`config.mk`:
```
export PLATFORM = sky130hd
export DESIGN_NAME = frame_buffer_uart_streamer
export DESIGN_NICKNAME = d
export VERILOG_FILES = /design/src/rtl/uart_pkg.sv /design/src/rtl/frame_buffer_uart_streamer.sv
export SDC_FILE = /design/constraint.sdc
export NUM_CORES = 1
export LEC_CHECK = 0
export CORE_ASPECT_RATIO = 0.8
export CORE_MARGIN = 3
export CORE_UTILIZATION = 47
export DETAILED_ROUTE_END_ITERATION = 8
export PLACE_DENSITY = 0.78
export SLEW_MARGIN = 20
export SYNTH_ARGS = -nofsm -noshare
export SYNTH_HDL_FRONTEND = slang
export SYNTH_SLANG_ARGS = --single-unit
```
`constraint.sdc`:
```
create_clock -name clk -period 3.1 [get_ports clk]
set_input_delay 0.465 -clock clk [delete_from_list [all_inputs] [get_ports clk]]
set_output_delay 0.465 -clock clk [all_outputs]
set_load 0.03 [all_outputs]
```
`src/rtl/uart_pkg.sv`:
```
// Shared definitions for the packed edge-frame path: drain FSM states and frame constants.
package uart_pkg;

  typedef enum logic [2:0] {
    ST_IDLE,
    ST_SYNC,
    ST_RD,
    ST_RD_WAIT,
    ST_SEND,
    ST_TX_GUARD,
    ST_TX_WAIT,
    ST_DONE
  } stream_state_t;

  localparam int unsigned FRAME_BYTES = 5100;
  localparam logic [7:0]  SYNC_BYTE   = 8'hA5;

endpackage

```
`src/rtl/frame_buffer_uart_streamer.sv`:
```
// Drains the packed frame RAM to the uart_tx byte interface: a SYNC header byte,
// then bytes 0..DEPTH-1 in order, then a one-cycle done pulse.
module frame_buffer_uart_streamer
  import uart_pkg::*;
#(
  parameter int unsigned DEPTH  = FRAME_BYTES,
  parameter int unsigned ADDR_W = $clog2(DEPTH),
  parameter logic [7:0]  SYNC   = SYNC_BYTE
) (
  input  logic              clk,
  input  logic              reset,
  input  logic              start,
  output logic [ADDR_W-1:0] rAddr,
  input  logic [7:0]        rData,
  output logic [7:0]        tx_data,
  output logic              tx_start,
  input  logic              tx_busy,
  output logic              busy,
  output logic              done
);

  localparam logic [ADDR_W-1:0] LAST_ADDR = ADDR_W'(DEPTH - 1);

  stream_state_t     state, state_n;
  logic              hdr, hdr_n;
  logic [ADDR_W-1:0] addr_n;
  logic [7:0]        data_n;
  logic              start_n, busy_n, done_n;

  always_ff @(posedge clk) begin
    if (reset) begin
      state <= ST_IDLE;
    end else begin
      state <= state_n;
    end
  end

  // All outputs come straight from flops; the comb block only computes their next values.
  always_ff @(posedge clk) begin
    if (reset) begin
      hdr      <= 1'b0;
      rAddr    <= '0;
      tx_data  <= '0;
      tx_start <= 1'b0;
      busy     <= 1'b0;
      done     <= 1'b0;
    end else begin
      hdr      <= hdr_n;
      rAddr    <= addr_n;
      tx_data  <= data_n;
      tx_start <= start_n;
      busy     <= busy_n;
      done     <= done_n;
    end
  end

  always_comb begin
    state_n = state;
    hdr_n   = hdr;
    addr_n  = rAddr;
    data_n  = tx_data;
    start_n = 1'b0;
    busy_n  = busy;
    done_n  = 1'b0;
    unique case (state)
      ST_IDLE: begin
        if (start) begin
          state_n = ST_SYNC;
          busy_n  = 1'b1;
          addr_n  = '0;
        end
      end
      ST_SYNC: begin
        if (!tx_busy) begin
          data_n  = SYNC;
          start_n = 1'b1;
          hdr_n   = 1'b1;
          state_n = ST_TX_GUARD;
        end
      end
      ST_RD:      state_n = ST_RD_WAIT;
      ST_RD_WAIT: state_n = ST_SEND;
      ST_SEND: begin
        if (!tx_busy) begin
          data_n  = rData;
          start_n = 1'b1;
          state_n = ST_TX_GUARD;
        end
      end
      // uart_tx may take a clock to raise busy after the strobe
      ST_TX_GUARD: state_n = ST_TX_WAIT;
      ST_TX_WAIT: begin
        if (!tx_busy) begin
          if (hdr) begin
            hdr_n   = 1'b0;
            state_n = ST_RD;
          end else if (rAddr == LAST_ADDR) begin
            done_n  = 1'b1;
            state_n = ST_DONE;
          end else begin
            addr_n  = rAddr + ADDR_W'(1);
            state_n = ST_RD;
          end
        end
      end
      // done is registered on entry so it is high during this state while busy still is
      ST_DONE: begin
        busy_n  = 1'b0;
        addr_n  = '0;
        state_n = ST_IDLE;
      end
      default: state_n = ST_IDLE;
    endcase
  end

endmodule
```
==> results.md, run 1 <==
* End of the critical path: rAddr[4]
* Post-detailed-route count of antenna-violating nets at 0
* Post-synth EDFFs at 0
* Crit path depth at 1
* Clock buffer count from CTS at 3
* Register area share after synthesis at slightly above 40%
* CP endpoint kind: output port
* Vias in the first global route at about 1300
* Ant. Diodes at 0
* Clock root buffer: clkbuf_4
* Post-layout min period at 2.10 ns
* Clk buf depth at 2
* Startpoint type of the worst setup path: flop
* Core Footprint at between 0.002 and 0.003 mm²
* Async SR Flop Fraction at 0%
* Vias at 1386
* DR WL/cell at 15.6 µm
* Yosys Warn Count at 0
* Die area at around 0.0036 mm²
* Placed cells at roughly 220
* Worst Path Required at roughly 2.6 ns
* Fmax at between 0.4 and 0.5 GHz
* Post-Synth Adder-Cell Area at less than 1%
* Worst reg2reg startpoint: rAddr[1]$_SDFFE_PP0P_
* Worst setup path start: rAddr[4]$_SDFFE_PP0P_
* DRT Pass-1 Iters at 4
* Simple-gate area share of the yosys netlist at a little over a quarter
* Max Clock Skew at around 0.011 ns
* Buf/Inv on CP at 1
* Top cells by area, synth: dfxtp_1 41%, nor2_1 5.0%, a32o_1 3.7%
* RSZ-0062 raised after global routing: false
* Non-filler instance count after layout at between 200 and 250
* Post-synth top area share at between 40% and 50%
* Number of failing hold endpoints at the final stage at 0
* Largest net degree at the start of global routing at 17
* Post-placement setup slack at about 0.9 ns
* Relative slew slack at approximately two thirds
* Outcome: finished, final reports clean
* Io pins at 36
* #FFs+latches synth at 28
* PnR worst setup slack at 1.00 ns
* Critical Path, Cell by Cell: clkdlybuf4s50_1
* Max Cap Violations at 0
* Number of setup buffers added after CTS at 0
* Clk pin slew, worst setup/hold paths at ~0.16 ns
* GRT Residual Overflow at 0
* Worst Hold Slack at 0.531 ns
* Sink Count at 28
* Worst VDD drop at about 0.00036 V
* Post-Route WL at ~3600 µm
* Initial Util at 52.4%
* Critical Path AT at between 1.5 and 2 ns
* Slew @ Worst Pin at 0.495 ns
* Final HPWL from detailed placement at ~2700 µm
* Port buffer count at 35
* Via density at approximately 6
* H-Tree Depth at 1
* Dominant synthesized flop cell: dfxtp_1
* CP max stage delay at roughly 0.74 ns
* P per Cell Area at about 440 mW/mm²
* Synth Area in XOR/XNOR at 0%
* Synth Area in Compound Gates at between 20% and 30%
* Post-cts sizing count at 0
* Leak at between 0.0005 and 0.0006 µW
* Hold buffers post-CTS at 0
* CTS tree: yes
* Distinct cells, synth at 41
* Layout Nets at slightly above 200
* Final period util at 67.7%
* Number of DRC markers in iteration 0 at ~120
* Standard-cell rows at 16
* Syn_area_per_cell at 8.57 µm²
* Critical path class: reg -> out
* Chip Height at about 54 µm
* Finish-stage setup viols at 0
* Mux contribution to synthesized area at 0.826%
* Worst reg2reg path depth at 5
* Hold crit path type: reg -> reg
* Largest family of logic cells by synthesized area: compound AO/OA/AOI/OAI gates
* Top-count cell post-synth: dfxtp_1
* Layout cells sized above 1 at between 6 and 7%
* Synthesized instance count at 159
* Crit Path Max Fanout at 8
* Hold wc startpoint: tx_data[1]$_SDFFE_PP0P_
* Filler instances at 223
* All-Layer GR Usage at between 20% and 30%
* Most frequent cells after synthesis: 28 x dfxtp_1, 18 x nor2_1, 10 x nor3_1
* Total negative slack at 0 ns
* Max-slew violation count at 0
* End of the worst register-to-register path: rAddr[12]$_SDFFE_PP0P_
* DRC at 0
* Flop2flop setup slack at approximately 1.0 ns
* Clk_lat worst skew at roughly 0.34 ns
* Tot Pwr at around 790 µW
* Post-Syn Area at about 0.0014 mm²
* Crit path max-delay family: buffers and inverters
* Worst path slowest cell: clkdlybuf4s50_1
* Area leader, netlist: dfxtp_1
* Post-Syn Nets at about 170
* Final GP Congestion at a little under 0.9
* Initial antenna violation count at 0
* Area Growth Syn to Fin at 31.7%
* First-pass GRT wire length at between 6000 and 7000 µm
* Die X at roughly 66 µm
==> final cells by class <==
type | instances | area [µm²] | area share, %
inverters | 2 | 7.51 | 0.418
well taps | 36 | 45.0 | 2.51
repair buffers | 37 | 365 | 20.4
clock inverters | 1 | 30.0 | 1.67
multi-input cells | 121 | 763 | 42.5
flip-flops and latches | 28 | 561 | 31.2
clock buffers | 3 | 22.5 | 1.26
==> registers in the layout, summed over array words and instances (netlist names) <==
signal    cells
tx_data       8
rAddr        13
done          1
busy          1
state         3
tx_start      1
hdr           1
==> layer usage <==
layer / global-route usage (%) / vias up / part of all wire, %
li1: - / 694 / -
met1: 31.9 / 654 / 51
met2: 34.3 / 33 / 42
met3: 6.05 / 5 / 5.7
met4: 5.41 / 0 / 0.59
met5: 0 / - / 0
==> cells by family (layout without fill, tap and decap cells) <==
| group | Yosys count | after routing |
|---|---|---|
| compound gates | 52 | 52 |
| mux | 1 | 1 |
| flops | 28 | 28 |
| buf+inv | 10 | 43 |
| simple gates | 67 | 67 |
| fa+ha+maj | 1 | 1 |
==> power breakdown <==
part	switching [µW]	internal (µW)	leakage, µW
combinational	76.5	66.7	0.000343
clock	113	131	0.0000279
sequential	22.3	378	0.000228
==> worst register-to-register path, stage by stage, from the launching register on <==
cell and delay (ns):
dfxtp_1 0.43, ha_1 0.28, nand3_2 0.18, or4_4 0.56
a211o_1 0.30, a32o_1 0.25
==> cell usage in the layout, fill, tap and decap left out, types with 2 or more instances in the layout <==
| cell | Yosys | layout |
|---|---|---|
| a211o_1 | 2 | 2 |
| a211oi_1 | 3 | 3 |
| a21oi_1 | 7 | 7 |
| a22oi_1 | 4 | 4 |
| a311oi_1 | 3 | 3 |
| a31oi_1 | 3 | 3 |
| a32o_1 | 5 | 5 |
| a41oi_1 | 2 | 2 |
| and2_1 | 2 | 2 |
| and4_1 | 2 | 2 |
| and4bb_2 | 2 | 2 |
| buf_4 | 0 | 2 |
| clkbuf_4 | 0 | 3 |
| clkdlybuf4s50_1 | 0 | 35 |
| dfxtp_1 | 28 | 28 |
| inv_1 | 2 | 2 |
| nand2_1 | 8 | 8 |
| nand2b_1 | 3 | 3 |
| nand3_1 | 9 | 9 |
| nand3b_1 | 3 | 3 |
| nand4_1 | 4 | 4 |
| nor2_1 | 18 | 18 |
| nor3_1 | 10 | 10 |
| o21a_1 | 2 | 2 |
| o21ai_0 | 7 | 7 |
| o21bai_1 | 2 | 2 |
| o22ai_1 | 4 | 4 |
| o31ai_1 | 3 | 3 |
==> metrics by stage <==
step	utilization (%)	area (µm²)
floorplan	-	1360
global placement	66.9	1740
detailed placement	66.9	1740
CTS	68.9	1790
global route	68.9	1790
finish	68.9	1790
==> worst min-delay path by stage <==
| stage | end | slack [ns] | cells past startpoint |
|---|---|---|---|
| after floorplan | hdr$_SDFFE_PP0P_ | 0.49 | 2 |
| after global placement | tx_data[2]$_SDFFE_PP0P_ | 0.49 | 2 |
| after detailed placement | tx_data[1]$_SDFFE_PP0P_ | 0.51 | 2 |
| after CTS | tx_data[1]$_SDFFE_PP0P_ | 0.54 | 2 |
| after global routing | rAddr[10]$_SDFFE_PP0P_ | 0.56 | 1 |
| final | tx_data[1]$_SDFFE_PP0P_ | 0.53 | 2 |
Power figures use the tool's default switching activity.
==> inputs of run 2 (changes only) <==
--- a/config.mk
+++ b/config.mk
@@ -7,9 +7,9 @@
 export LEC_CHECK = 0
 export CORE_ASPECT_RATIO = 0.8
 export CORE_MARGIN = 3
-export CORE_UTILIZATION = 47
+export CORE_UTILIZATION = 43
 export DETAILED_ROUTE_END_ITERATION = 8
-export PLACE_DENSITY = 0.78
+export PLACE_DENSITY = 0.75
 export SLEW_MARGIN = 20
 export SYNTH_ARGS = -nofsm -noshare
 export SYNTH_HDL_FRONTEND = slang
==> constraint.sdc (replaced) <==
create_clock -name clk -period 1.8 [get_ports clk]
set_input_delay 0.27 -clock clk [delete_from_list [all_inputs] [get_ports clk]]
set_output_delay 0.27 -clock clk [all_outputs]
set_load 0.03 [all_outputs]
==> run 2 against run 1 <==
Die area rose by 8.3%. Largest cell class unchanged. Register-to-register slack got worse by 0.95 ns. Routed wire length rose by 16%. Via count up 6.1%. Critical path type is now reg -> reg.
==> results.md, run 2 (synthesized netlist as in run 1, its figures left out) <==
* Area Growth Syn to Fin at 41.9% (was 31.7%)
* CP endpoint kind: flop (was output port)
* Layout Nets at 218 (was 206)
* Worst reg2reg startpoint: rAddr[4]$_SDFFE_PP0P_ (was rAddr[1]$_SDFFE_PP0P_)
* Final GP Congestion at 0.930 (was 0.885)
* Initial Util at 47.1% (was 52.4%)
* Initial antenna violation count at 0 (unchanged)
* GRT Residual Overflow at 0 (unchanged)
* P per Cell Area at 684 mW/mm² (was 439 mW/mm²)
* Worst reg2reg path depth at 4 (was 5)
* Most frequent cells in the layout: 35 x clkdlybuf4s50_1, 18 x nor2_1, 17 x dfxtp_1, 14 x buf_4, 10 x nor3_1 (was 35 x clkdlybuf4s50_1, 28 x dfxtp_1, 18 x nor2_1, 10 x nor3_1, 9 x nand3_1)
* Io pins at 36 (unchanged)
* Critical path class: reg -> reg (was reg -> out)
* Outcome: finished, final reports clean (unchanged)
* Max FFs per register at 13 (unchanged)
* Hold crit path type: reg -> reg (unchanged)
* Hold buffers post-CTS at 0 (unchanged)
* End of the worst register-to-register path: rAddr[12]$_SDFFE_PP0P_ (unchanged)
* Worst path slowest cell: or4_4 (was clkdlybuf4s50_1)
* Hold wc startpoint: rAddr[10]$_SDFFE_PP0P_ (was tx_data[1]$_SDFFE_PP0P_)
* Max Clock Skew at 0.0134 ns (was 0.0111 ns)
* Standard-cell rows at 17 (was 16)
* CTS tree: yes (unchanged)
* Post-layout min period at 1.75 ns
* Flop2flop setup slack at 0.05 ns (was 1.00 ns)
* DRT Pass-1 Iters at 4 (unchanged)
* DR WL/cell at 17.1 µm (was 15.6 µm)
* Slew @ Worst Pin at 0.501 ns (was 0.495 ns)
* Filler instances at 260 (was 223)
* Startpoint type of the worst setup path: flop (unchanged)
* Crit Path Max Fanout at 8 (unchanged)
* Number of DRC markers in iteration 0 at 134 (was 122)
* Core Footprint at 0.00289 mm² (was 0.00260 mm²)
* Max Cap Violations at 0 (unchanged)
* Finish-stage setup viols at 0 (unchanged)
* Fmax at between 0.5 and 0.6 GHz
* First-pass GRT wire length at 6920 µm (was 6200 µm)
* Number of failing hold endpoints at the final stage at 0 (unchanged)
* Ant. Diodes at 0 (unchanged)
* Vias at 1470 (was 1386)
* Clk pin slew, worst setup/hold paths at 0.10 ns (was 0.16 ns)
* Clock buffer count from CTS at 3 (unchanged)
* Worst Path Required at 1.99 ns (was 2.63 ns)
* Clk buf depth at 2 (unchanged)
* Worst VDD drop at 0.000647 V (was 0.000363 V)
* Leading cell type in the layout, fill and taps excluded: clkdlybuf4s50_1 (unchanged)
* Final HPWL from detailed placement at 3010 µm (was 2660 µm)
* Die X at 68.9 µm (was 66.2 µm)
* All-Layer GR Usage at 23.2% (was 22.6%)
* Port buffer count at 35 (unchanged)
* Critical Path, Cell by Cell: nand2_1, or4_4, a211o_1, a32o_1 (was clkdlybuf4s50_1)
* Post-Route WL at 4140 µm (was 3560 µm)
* Die area at 0.00388 mm² (was 0.00359 mm²)
* Crit path max-delay family: simple AND/OR/NAND/NOR gates (was buffers and inverters)
* Largest registers: rAddr x13, tx_data x8, state x3 (unchanged)
* Post-detailed-route count of antenna-violating nets at 0 (unchanged)
* Clk_lat worst skew at 0.29 ns (was 0.34 ns)
* RSZ-0062 raised after global routing: false (unchanged)
* Top reg by flops: rAddr (unchanged)
* End of the worst hold path: rAddr[10]$_SDFFE_PP0P_ (was tx_data[1]$_SDFFE_PP0P_)
* Worst Hold Slack at 0.507 ns (was 0.531 ns)
* Final period util at 97.0%
* Max-slew violation count at 0 (unchanged)
* Relative slew slack at 66.3% (was 67.0%)
* Multi-input combinational cell area at 798 µm² (was 763 µm²)
* DRC at 0 (unchanged)
* Via density at 6.07 (was 6.08)
* Final Core Density at 66.8% (was 68.9%)
* Layout cells sized above 1 at 18.6% (was 6.25%)
* Hold Path Depth at 1 (was 2)
* Largest net degree at the start of global routing at 16 (was 17)
* Buf/Inv on CP at 0 (was 1)
* Sink Count at 28 (unchanged)
* Clock root buffer: clkbuf_8 (was clkbuf_4)
* Critical Path AT at 1.94 ns (was 1.63 ns)
* Reg area at 579 µm² (was 561 µm²)
* H-Tree Depth at 1 (unchanged)
* Chip Height at 56.4 µm (was 54.2 µm)
* Vias in the first global route at 1371 (was 1303)
* CP max stage delay at 0.55 ns (was 0.74 ns)
* Leak at 0.000658 µW (was 0.000598 µW)
run 2: cell count changes in the layout (fill, tap and decap cells not counted), moves of 3 or more:
cell / change
clkbuf_8: +3
dfxtp_2: +9
buf_4: +12
dfxtp_1: -11
clkbuf_4: -3
run 2: report_power, final:
part	internal, µW	switching [µW]	total [µW]	leakage [µW]
registers	647	33.2	680	0.000234
clock network	159	201	361	0.0000228
logic	133	149	281	0.000402
total	939	383	1320	0.000658
run 2: cell type report:
class                      instances  area share (%)
multi-input combinational        121            41.3
sequential                        28            30.0
timing repair buffer              49            23.6
tap                               38            2.46
clock buffer                       4            2.33
inverter                           2           0.388
run 2: metal layers:
layer | track usage, % | part of all wire [%]
met1 | 33.9 | 46
met4 | 5.28 | 1.2
met2 | 34.2 | 45
met3 | 5.20 | 6.9
met5 | 0 | 0
run 2: how the worst max path moves through the flow:
| stage | from | endpoint | slack [ns] | depth (start not counted) |
|---|---|---|---|---|
| 4_1_cts | rAddr[4]$_SDFFE_PP0P_ | rAddr[12]$_SDFFE_PP0P_ | 0.07 | 4 |
| 5_1_grt | state[1]$_SDFFE_PP0P_ | rAddr[0]$_SDFFE_PP0P_ | 0.001 | 5 |
| 6_report | rAddr[4]$_SDFFE_PP0P_ | rAddr[12]$_SDFFE_PP0P_ | 0.05 | 4 |
| 3_3_place_gp | start | rAddr[12]$_SDFFE_PP0P_ | -0.03 | 5 |
| 2_1_floorplan | rAddr[11]$_SDFFE_PP0P_ | rAddr[12]$_SDFFE_PP0P_ | 0.03 | 4 |
| 3_5_place_dp | start | rAddr[12]$_SDFFE_PP0P_ | -0.09 | 5 |
run 2: worst register-to-register path: stages (launching register included):
cell and delay (ns):
dfxtp_2 0.42, nand2_1 0.12, or4_4 0.55, a211o_1 0.30, a32o_1 0.26
run 2: timing repair:
item                                    CTS  global route
endpoints found under the setup margin    0             3
resized for setup                         0             4
endpoints found under the hold margin     0             0
setup buffers                             0             0
run 2: metrics by stage:
step	TNS, ns	cell area (µm²)	instances	power, µW	setup slack (ns)
floorplan	0	1400	159	854	0.0335
global placement	-0.0263	1870	238	958	-0.0263
detailed placement	-0.116	1870	238	973	-0.0879
CTS	0	1920	242	1320	0.0657
global route	0	1930	242	1370	0.00129
finish	0	1930	242	1320	0.0545
